$ cat src/rtl/mem_port_arbiter_if.sv
// Bus bundle linking the I-cache, D-cache and single-port main memory to mem_port_arbiter.
// The slave modport is the arbiter's view; master is the requester/memory side.
interface mem_port_arbiter_if #(
    parameter int ADDR_WIDTH       = 17,
    parameter int LEN              = 32,
    parameter int ENTRY_INDEX_SIZE = 3
);
    logic [1:0]                  i_req_signal;
    logic [ADDR_WIDTH-1:0]       i_req_addr;
    logic [LEN-1:0]              i_data;
    logic                        i_data_valid;
    logic                        i_done;

    logic [1:0]                  d_req_signal;
    logic [ADDR_WIDTH-1:0]       d_req_addr;
    logic [ENTRY_INDEX_SIZE:0]   d_req_length;
    logic [2:0]                  d_req_data_type;
    logic [LEN-1:0]              d_req_written_data;
    logic [ENTRY_INDEX_SIZE:0]   d_beat_idx;
    logic [LEN-1:0]              d_data;
    logic                        d_data_valid;
    logic                        d_done;

    logic [1:0]                  mem_i_vis_signal;
    logic [1:0]                  mem_d_vis_signal;
    logic [ADDR_WIDTH-1:0]       mem_i_vis_addr;
    logic [ADDR_WIDTH-1:0]       mem_d_vis_addr;
    logic [ENTRY_INDEX_SIZE:0]   mem_length;
    logic [LEN-1:0]              mem_written_data;
    logic [2:0]                  mem_data_type;
    logic [LEN-1:0]              mem_data;
    logic [1:0]                  mem_status;

    modport slave (
        input  i_req_signal, i_req_addr,
        output i_data, i_data_valid, i_done,
        input  d_req_signal, d_req_addr, d_req_length, d_req_data_type, d_req_written_data,
        output d_beat_idx, d_data, d_data_valid, d_done,
        output mem_i_vis_signal, mem_d_vis_signal, mem_i_vis_addr, mem_d_vis_addr,
        output mem_length, mem_written_data, mem_data_type,
        input  mem_data, mem_status
    );

    modport master (
        output i_req_signal, i_req_addr,
        input  i_data, i_data_valid, i_done,
        output d_req_signal, d_req_addr, d_req_length, d_req_data_type, d_req_written_data,
        input  d_beat_idx, d_data, d_data_valid, d_done,
        input  mem_i_vis_signal, mem_d_vis_signal, mem_i_vis_addr, mem_d_vis_addr,
        input  mem_length, mem_written_data, mem_data_type,
        output mem_data, mem_status
    );
endinterface

$ cat src/rtl/mem_port_arbiter.sv
// Arbitrates the single-port main memory between I-cache and D-cache (D has priority).
// Optional starvation guard for instruction fetch: define MEM_ARB_STARVE_GUARD_EN.
module mem_port_arbiter #(
    parameter int ADDR_WIDTH       = 17,
    parameter int LEN              = 32,
    parameter int ENTRY_INDEX_SIZE = 3
`ifdef MEM_ARB_STARVE_GUARD_EN
    ,
    parameter int STARVE_LIMIT     = 4
`endif
) (
    input  logic              clk,
    input  logic              rst_n,
    mem_port_arbiter_if.slave bus,
    output logic              busy
);
    localparam int BW = ENTRY_INDEX_SIZE + 1;

    localparam logic [1:0] MEM_NOP          = 2'b00;
    localparam logic [1:0] MEM_READ         = 2'b01;
    localparam logic [1:0] MEM_READ_BURST   = 2'b10;
    localparam logic [1:0] MEM_DATA_WORKING = 2'b01;
    localparam logic [1:0] MEM_FINISHED     = 2'b10;
    localparam logic [2:0] FOUR_BYTE        = 3'd2;

    typedef enum logic [1:0] {IDLE, ISSUE, WAIT, DONE} state_t;

    state_t                state;
    logic                  owner_d;
    logic [1:0]            req_type;
    logic [ADDR_WIDTH-1:0] base_addr;
    logic [BW-1:0]         length;
    logic [2:0]            data_type;
    logic [BW-1:0]         beat;
    logic                  done_r;

    logic                  i_forced;
    logic                  grant_d;
    logic                  grant_i;
    logic                  active;
    logic                  finished;
    logic                  rd_beat;
    logic [ADDR_WIDTH-1:0] beat_addr;

    function automatic logic [BW-1:0] sat_inc(input logic [BW-1:0] v);
        return (v == {BW{1'b1}}) ? v : v + 1'b1;
    endfunction

    function automatic logic is_read(input logic [1:0] t);
        return (t == MEM_READ) || (t == MEM_READ_BURST);
    endfunction

`ifdef MEM_ARB_STARVE_GUARD_EN
    localparam int SW = $clog2(STARVE_LIMIT + 1);
    logic [SW-1:0] starve;

    assign i_forced = (starve == SW'(STARVE_LIMIT)) && (bus.i_req_signal != MEM_NOP);

    // Counts D grants that bypassed a waiting I request; cannot pass the limit
    // because reaching it hands the next grant to I.
    always_ff @(posedge clk or negedge rst_n) begin
        if (!rst_n) begin
            starve <= '0;
        end else if (state == IDLE) begin
            if (grant_i) begin
                starve <= '0;
            end else if (grant_d && (bus.i_req_signal != MEM_NOP)) begin
                starve <= starve + 1'b1;
            end
        end
    end
`else
    assign i_forced = 1'b0;
`endif

    assign grant_d = (bus.d_req_signal != MEM_NOP) && !i_forced;
    assign grant_i = (bus.i_req_signal != MEM_NOP) && ((bus.d_req_signal == MEM_NOP) || i_forced);

    always_ff @(posedge clk or negedge rst_n) begin
        if (!rst_n) begin
            state     <= IDLE;
            owner_d   <= 1'b0;
            req_type  <= MEM_NOP;
            base_addr <= '0;
            length    <= '0;
            data_type <= '0;
            beat      <= '0;
            done_r    <= 1'b0;
        end else begin
            done_r <= 1'b0;
            case (state)
                IDLE: begin
                    if (grant_d) begin
                        owner_d   <= 1'b1;
                        req_type  <= bus.d_req_signal;
                        base_addr <= bus.d_req_addr;
                        length    <= bus.d_req_length;
                        data_type <= bus.d_req_data_type;
                        beat      <= '0;
                        state     <= ISSUE;
                    end else if (grant_i) begin
                        owner_d   <= 1'b0;
                        req_type  <= bus.i_req_signal;
                        base_addr <= bus.i_req_addr;
                        length    <= '0;
                        data_type <= FOUR_BYTE;
                        beat      <= '0;
                        state     <= ISSUE;
                    end
                end
                ISSUE: begin
                    beat  <= sat_inc(beat);
                    state <= WAIT;
                end
                WAIT: begin
                    if (bus.mem_status == MEM_FINISHED) begin
                        done_r <= 1'b1;
                        state  <= DONE;
                    end else if (bus.mem_status == MEM_DATA_WORKING) begin
                        beat <= sat_inc(beat);
                    end
                end
                DONE: state <= IDLE;
                default: state <= IDLE;
            endcase
        end
    end

    assign active    = (state == ISSUE) || (state == WAIT);
    assign finished  = (state == WAIT) && (bus.mem_status == MEM_FINISHED);
    assign rd_beat   = (state == WAIT) && is_read(req_type);
    assign beat_addr = base_addr + ADDR_WIDTH'({beat, 2'b00});

    // The request is withdrawn in the finishing cycle itself so memory does not restart.
    assign bus.mem_d_vis_signal = (active && !finished) ? req_type : MEM_NOP;
    assign bus.mem_i_vis_signal = MEM_NOP;
    assign bus.mem_i_vis_addr   = active ? beat_addr : '0;
    assign bus.mem_d_vis_addr   = active ? beat_addr : '0;
    assign bus.mem_length       = length;
    assign bus.mem_data_type    = data_type;
    assign bus.mem_written_data = bus.d_req_written_data;
    assign bus.d_beat_idx       = beat;

    assign bus.i_data_valid = rd_beat && !owner_d;
    assign bus.d_data_valid = rd_beat && owner_d;
    assign bus.i_data       = bus.i_data_valid ? bus.mem_data : '0;
    assign bus.d_data       = bus.d_data_valid ? bus.mem_data : '0;
    assign bus.i_done       = done_r && !owner_d;
    assign bus.d_done       = done_r && owner_d;

    assign busy = (state != IDLE);
endmodule

$ cat src/flat_wrapper.sv
// flat-port wrapper written by rule: the top's interface ports become plain ports
module mem_port_arbiter_flat 
#(
    parameter int ADDR_WIDTH       = 17,
    parameter int LEN              = 32,
    parameter int ENTRY_INDEX_SIZE = 3

)
  (clk, rst_n, busy, bus_i_req_signal, bus_i_req_addr, bus_i_data, bus_i_data_valid, bus_i_done, bus_d_req_signal, bus_d_req_addr, bus_d_req_length, bus_d_req_data_type, bus_d_req_written_data, bus_d_beat_idx, bus_d_data, bus_d_data_valid, bus_d_done, bus_mem_i_vis_signal, bus_mem_d_vis_signal, bus_mem_i_vis_addr, bus_mem_d_vis_addr, bus_mem_length, bus_mem_written_data, bus_mem_data_type, bus_mem_data, bus_mem_status);
  mem_port_arbiter_if #(.ADDR_WIDTH(ADDR_WIDTH), .LEN(LEN), .ENTRY_INDEX_SIZE(ENTRY_INDEX_SIZE)) bus_i ();
  input  logic clk;
  input  logic rst_n;
  output logic busy;
  input wire logic [$bits(bus_i.i_req_signal)-1:0] bus_i_req_signal;
  input wire logic [$bits(bus_i.i_req_addr)-1:0] bus_i_req_addr;
  output wire logic [$bits(bus_i.i_data)-1:0] bus_i_data;
  output wire logic [$bits(bus_i.i_data_valid)-1:0] bus_i_data_valid;
  output wire logic [$bits(bus_i.i_done)-1:0] bus_i_done;
  input wire logic [$bits(bus_i.d_req_signal)-1:0] bus_d_req_signal;
  input wire logic [$bits(bus_i.d_req_addr)-1:0] bus_d_req_addr;
  input wire logic [$bits(bus_i.d_req_length)-1:0] bus_d_req_length;
  input wire logic [$bits(bus_i.d_req_data_type)-1:0] bus_d_req_data_type;
  input wire logic [$bits(bus_i.d_req_written_data)-1:0] bus_d_req_written_data;
  output wire logic [$bits(bus_i.d_beat_idx)-1:0] bus_d_beat_idx;
  output wire logic [$bits(bus_i.d_data)-1:0] bus_d_data;
  output wire logic [$bits(bus_i.d_data_valid)-1:0] bus_d_data_valid;
  output wire logic [$bits(bus_i.d_done)-1:0] bus_d_done;
  output wire logic [$bits(bus_i.mem_i_vis_signal)-1:0] bus_mem_i_vis_signal;
  output wire logic [$bits(bus_i.mem_d_vis_signal)-1:0] bus_mem_d_vis_signal;
  output wire logic [$bits(bus_i.mem_i_vis_addr)-1:0] bus_mem_i_vis_addr;
  output wire logic [$bits(bus_i.mem_d_vis_addr)-1:0] bus_mem_d_vis_addr;
  output wire logic [$bits(bus_i.mem_length)-1:0] bus_mem_length;
  output wire logic [$bits(bus_i.mem_written_data)-1:0] bus_mem_written_data;
  output wire logic [$bits(bus_i.mem_data_type)-1:0] bus_mem_data_type;
  input wire logic [$bits(bus_i.mem_data)-1:0] bus_mem_data;
  input wire logic [$bits(bus_i.mem_status)-1:0] bus_mem_status;
  assign bus_i.i_req_signal = bus_i_req_signal;
  assign bus_i.i_req_addr = bus_i_req_addr;
  assign bus_i_data = bus_i.i_data;
  assign bus_i_data_valid = bus_i.i_data_valid;
  assign bus_i_done = bus_i.i_done;
  assign bus_i.d_req_signal = bus_d_req_signal;
  assign bus_i.d_req_addr = bus_d_req_addr;
  assign bus_i.d_req_length = bus_d_req_length;
  assign bus_i.d_req_data_type = bus_d_req_data_type;
  assign bus_i.d_req_written_data = bus_d_req_written_data;
  assign bus_d_beat_idx = bus_i.d_beat_idx;
  assign bus_d_data = bus_i.d_data;
  assign bus_d_data_valid = bus_i.d_data_valid;
  assign bus_d_done = bus_i.d_done;
  assign bus_mem_i_vis_signal = bus_i.mem_i_vis_signal;
  assign bus_mem_d_vis_signal = bus_i.mem_d_vis_signal;
  assign bus_mem_i_vis_addr = bus_i.mem_i_vis_addr;
  assign bus_mem_d_vis_addr = bus_i.mem_d_vis_addr;
  assign bus_mem_length = bus_i.mem_length;
  assign bus_mem_written_data = bus_i.mem_written_data;
  assign bus_mem_data_type = bus_i.mem_data_type;
  assign bus_i.mem_data = bus_mem_data;
  assign bus_i.mem_status = bus_mem_status;
  mem_port_arbiter #(.ADDR_WIDTH(ADDR_WIDTH), .LEN(LEN), .ENTRY_INDEX_SIZE(ENTRY_INDEX_SIZE)) u_core (.clk(clk), .rst_n(rst_n), .bus(bus_i), .busy(busy));
endmodule
$ cat config.mk
export PLATFORM = sky130hd
export DESIGN_NAME = mem_port_arbiter_flat
export DESIGN_NICKNAME = d
export VERILOG_FILES = /design/src/rtl/mem_port_arbiter_if.sv /design/src/rtl/mem_port_arbiter.sv /design/src/flat_wrapper.sv
export SDC_FILE = /design/constraint.sdc
export NUM_CORES = 1
export LEC_CHECK = 0
export ABC_CLOCK_PERIOD_IN_PS = 3090
export CAP_MARGIN = 20
export CORE_AREA = 2 2 102 104
export CTS_BUF_LIST = sky130_fd_sc_hd__clkbuf_8
export DETAILED_ROUTE_END_ITERATION = 8
export DIE_AREA = 0 0 104 106
export HOLD_SLACK_MARGIN = 0.06
export PLACE_DENSITY_LB_ADDON = 0.1
export SLEW_MARGIN = 10
export SYNTH_ARGS = -nofsm -noshare
export SYNTH_HDL_FRONTEND = slang
export SYNTH_SLANG_ARGS = --single-unit
$ cat constraint.sdc
create_clock -name clk -period 3.09 [get_ports clk]
set_input_delay 0.309 -clock clk [delete_from_list [all_inputs] [get_ports clk]]
set_output_delay 0.309 -clock clk [all_outputs]
set_load 0.01 [all_outputs]
==> reports/results.txt <==
The run finished with clean final reports. The routed wire length is 9392 µm, and the clock transition time at the flip-flop clock pins of the worst setup and hold paths is 0.07 ns. TritonCTS built the clock tree.

The number of buffers created by CTS was 5. Cells with a size suffix above 1 make up 6.212% of the layout. The number of distinct library cells after synthesis was 46; the adder-cell share of the synthesized area was 4.540%.

The kind of path behind the tightest hold check is in -> async. The run gives 0 as the number of diodes added for antenna fixing. Floorplan die width: 104 µm.

For the pin with the worst max-slew slack, the measured transition is 0.7900 ns. Startpoint-to-endpoint class of the critical path: reg -> out. The post-route minimum period is 2.937 ns, and the synthesized-area fraction occupied by ao, oa, aoi and oai cells is 14.48%.

The run gives 1.37 ns as the setup slack of the worst register-to-register path. The run gives 2.78 ns as the required arrival time at the worst endpoint. After the first detailed-routing iteration, the DRC count stood at 72. The combinational fraction of design power is 69.1%, and the multiplexer share of the synthesized area is 6.510%. The analysis attributes to net switching a power of 1.662 mW. After detailed routing, the average wire length per cell comes to 14.79 µm.

After the flow finishes, the layout carries non-filler instances totaling 635. After routing the design area is 4841 µm². The total number of vias is 2896, and the HPWL after detailed placement is 7753 µm. In this run the count of I/O pins placed on the die edge is 263. The count of flip-flops with a built-in enable after synthesis works out to 0. In this run the critical register-to-register path is launched from u_core.state[0]$_DFFE_PN0P_. Setup repair after global routing left no endpoint under its margin. In the post-route analysis, the smallest setup slack over all paths is 0.1525 ns. Global routing used 16.40% of the available tracks. The clock sink count came out at 34. The die area is 11020 µm².

The simple logic cell fraction of the synthesized area is 27.02%, and the buffer levels on the longest clock path is 2. Entering global routing, the biggest net connects 35 pins. The synthesized design contains 34 register bits. The proportion of power drawn by flip-flops and latches came out at 21.3%. The destination of the worst register-to-register timing path was u_core.bus.mem_length[2]$_DFFE_PN0P_. The wire length of the first global-routing pass is 14520 µm. Quantity of I/O buffers inserted on ports: 196.

The final-report hold violation count was 0. At the later pin of the worst-skew pair, clock insertion delay measures 0.28 ns. The clock tree synthesis step divided the H-tree into 2 levels. The clock share of power was 9.6%. The final worst hold slack is 0.09205 ns, and the initial antenna violation count is 1. The final layout contains 621 nets. Total power for the finished layout comes to 4.053 mW.

Synthesis produced a netlist whose cell count is 349. The total area inside the core boundary comes to 10000 µm². The first TritonRoute pass finished after 4 iterations.

Fraction of the yosys area taken by sequential cells: 29.12%. The cell sitting at the root of the clock tree is a clkbuf_8. Number of global-route vias before repair: 2775.

The final total negative setup slack is 0 ns. The height of the die came out at 106 µm. STA classifies the critical path startpoint as a flop. The final cycle utilization of the critical path came out at 95.06%.

The starting utilization of the core area came out at 29.22%. The congestion estimate from routability-driven global placement came to 0.7385. After synthesis, the largest family of logic cells by area is simple AND/OR/NAND/NOR gates. In this run the static leakage power is 2.095 nW. Once detail routing completed, the nets flagged for antenna violations numbered 0. Power density over the cells: 837.3 nW/µm².

The core occupancy in the finished layout is 48.41%, and the mean instance size in the synthesized netlist is 8.371 µm². The maximum fanout along the worst path was 10. The Yosys warning count was 0. Measured in cells, the most critical reg-to-reg path has a length of 5.

The internal power of the cells totals 2.392 mW. Counting tap cells, the placed design contains a total of 626 instances. The maximum ir drop on the vdd rail is 0.0004741 V. The number of setup violations in the final report is 0, and the fraction of power spent switching nets is 40.99%.

Counting flops with an async set or reset pin after synthesis yields a share of 100.0%. The max-slew violation total from the final report was 0. At the worst endpoint, the arrival time is 2.63 ns.

The tools report the row count as 37. The post-placement worst setup slack is 0.1805 ns. From synthesis to final layout, the design area changed by 65.70%. The worst pin sits at a relative slew slack of 47.34%.

Flip-flop cell with the highest count after synthesis: dfrtp_1. Maximum clock skew at final layout: 0.002331 ns. Summing the areas of all xor and xnor instances in the mapped netlist gives 0.8994% of the synthesized area.

For this run the aggregate overflow at the end of global routing stands at 0. In the routed layout, each cell is associated on average with a via count of 4.561. For the highest clock rate, the log shows 0.3404 GHz.

The placed instances occupy a cell area of 4682 µm². For this run, design rule violations remaining after detail routing come to 0. After synthesis the cells add up to 2922 µm².

The worst setup path is captured at a primary output. The tool flagged a number of max-cap violations equal to 0.
critical path, cell delays in order, from the launching register on:
cell and delay (ns):
dfrtp_2 0.46, ha_1 0.36, nand3_1 0.09, a2bb2oi_1 0.13, buf_4 0.17, or3_1 0.34, a21oi_1 0.22, clkdlybuf4s50_1 0.58
power by group through the flow:
stage,logic (mW),registers (mW),clock network (mW)
6_report,2.80,0.863,0.390
5_1_grt,3.04,0.903,0.419
4_1_cts,2.86,0.862,0.399
3_5_place_dp,2.84,0.871,0
3_3_place_gp,2.82,0.859,0
2_1_floorplan,1.56,0.838,0
kinds of logic (layout without fill, tap and decap cells):
kind of cell	after synthesis	count (layout)
AOI/OAI and AO/OA	67	67
DFF	34	34
other	1	2
buffers and inverters	79	228
xor gates and xnor gates	3	3
adders and majority gates	10	10
and+or+nand+nor	136	136
muxes	19	19
cells in the final DEF, fill, tap and decap left out, types with 5 or more instances in the layout:
cell type | synthesis | layout
clkdlybuf4s50_1 | 0 | 184
and2_1 | 69 | 69
dfrtp_1 | 34 | 32
nand2_1 | 26 | 26
o21ai_1 | 20 | 20
mux2i_1 | 19 | 19
a21oi_1 | 18 | 17
inv_1 | 14 | 14
o21ai_0 | 10 | 10
dlymetal6s2s_1 | 0 | 9
buf_4 | 55 | 9
ha_1 | 9 | 8
clkbuf_8 | 0 | 8
or3_1 | 7 | 7
nor2_1 | 6 | 6
a22o_1 | 6 | 6
nand3_1 | 5 | 5
final cells by class:
cell class              instances  area [µm²]
flip-flops and latches         34       853.3
clock buffers                   8       110.1
inverters                      14       52.55
well taps                     136       170.2
repair buffers                206        2064
fillers                      1018        5159
multi-input cells             237        1590
worst max path at each step:
| stage | start | end | slack [ns] | depth (start not counted) |
|---|---|---|---|---|
| floorplan | u_core.bus.d_beat_idx[0]$_DFFE_PN0P_ | bus_mem_i_vis_addr[16] | 0.50 | 8 |
| global placement | u_core.bus.d_beat_idx[1]$_DFFE_PN0P_ | bus_mem_i_vis_addr[10] | 0.28 | 8 |
| detailed placement | u_core.bus.d_beat_idx[1]$_DFFE_PN0P_ | bus_mem_i_vis_addr[12] | 0.18 | 8 |
| CTS | u_core.bus.d_beat_idx[0]$_DFFE_PN0P_ | bus_mem_i_vis_addr[16] | 0.0007 | 8 |
| global route | u_core.bus.d_beat_idx[2]$_DFFE_PN0P_ | bus_mem_i_vis_addr[9] | 0.02 | 7 |
| finish | u_core.bus.d_beat_idx[2]$_DFFE_PN0P_ | bus_mem_i_vis_addr[15] | 0.15 | 7 |
layer usage:
metal | up-vias | track usage (%) | wire [µm]
met5 | - | 0 | 13
met4 | 2 | 3.282 | 76
met3 | 11 | 6.254 | 906
met2 | 160 | 29.37 | 4610
met1 | 1299 | 18.66 | 3784
li1 | 1424 | - | -
state kept, by name (all words and copies together), names as in the netlist:
register,cells
u_core.done_r,1
u_core.state,2
u_core.bus.mem_length,4
u_core.bus.mem_data_type,3
u_core.bus.d_beat_idx,4
u_core.req_type,2
u_core.base_addr,17
u_core.owner_d,1
Yosys cell counts (2+ instances only):
master,instances,area share (%)
buf_4,55,14
dfrtp_1,34,29
xor2_1,2,0.60
buf_2,2,0.34
and3_1,3,0.64
a21o_1,2,0.51
nand2b_1,4,0.86
nor2_1,6,0.77
o21ai_0,10,1.7
clkbuf_1,8,1.0
a22o_1,6,1.8
inv_1,14,1.8
nand3_1,5,0.86
or3_1,7,1.5
o21ai_1,20,3.4
a21oi_1,18,3.1
ha_1,9,3.9
nor2b_1,3,0.64
mux2i_1,19,6.5
nand2_1,26,3.3
and2_1,69,15
nand4_1,3,0.64
timing repair:
action / 4_1_cts / 5_1_grt
buffers inserted: 1 / 0
endpoints found under the setup margin: 8 / 16
hold buffers: 0 / 0
resized for setup: 3 / 15
pin swaps: 0 / 0
No activity file was read; power rests on OpenSTA's default activity.
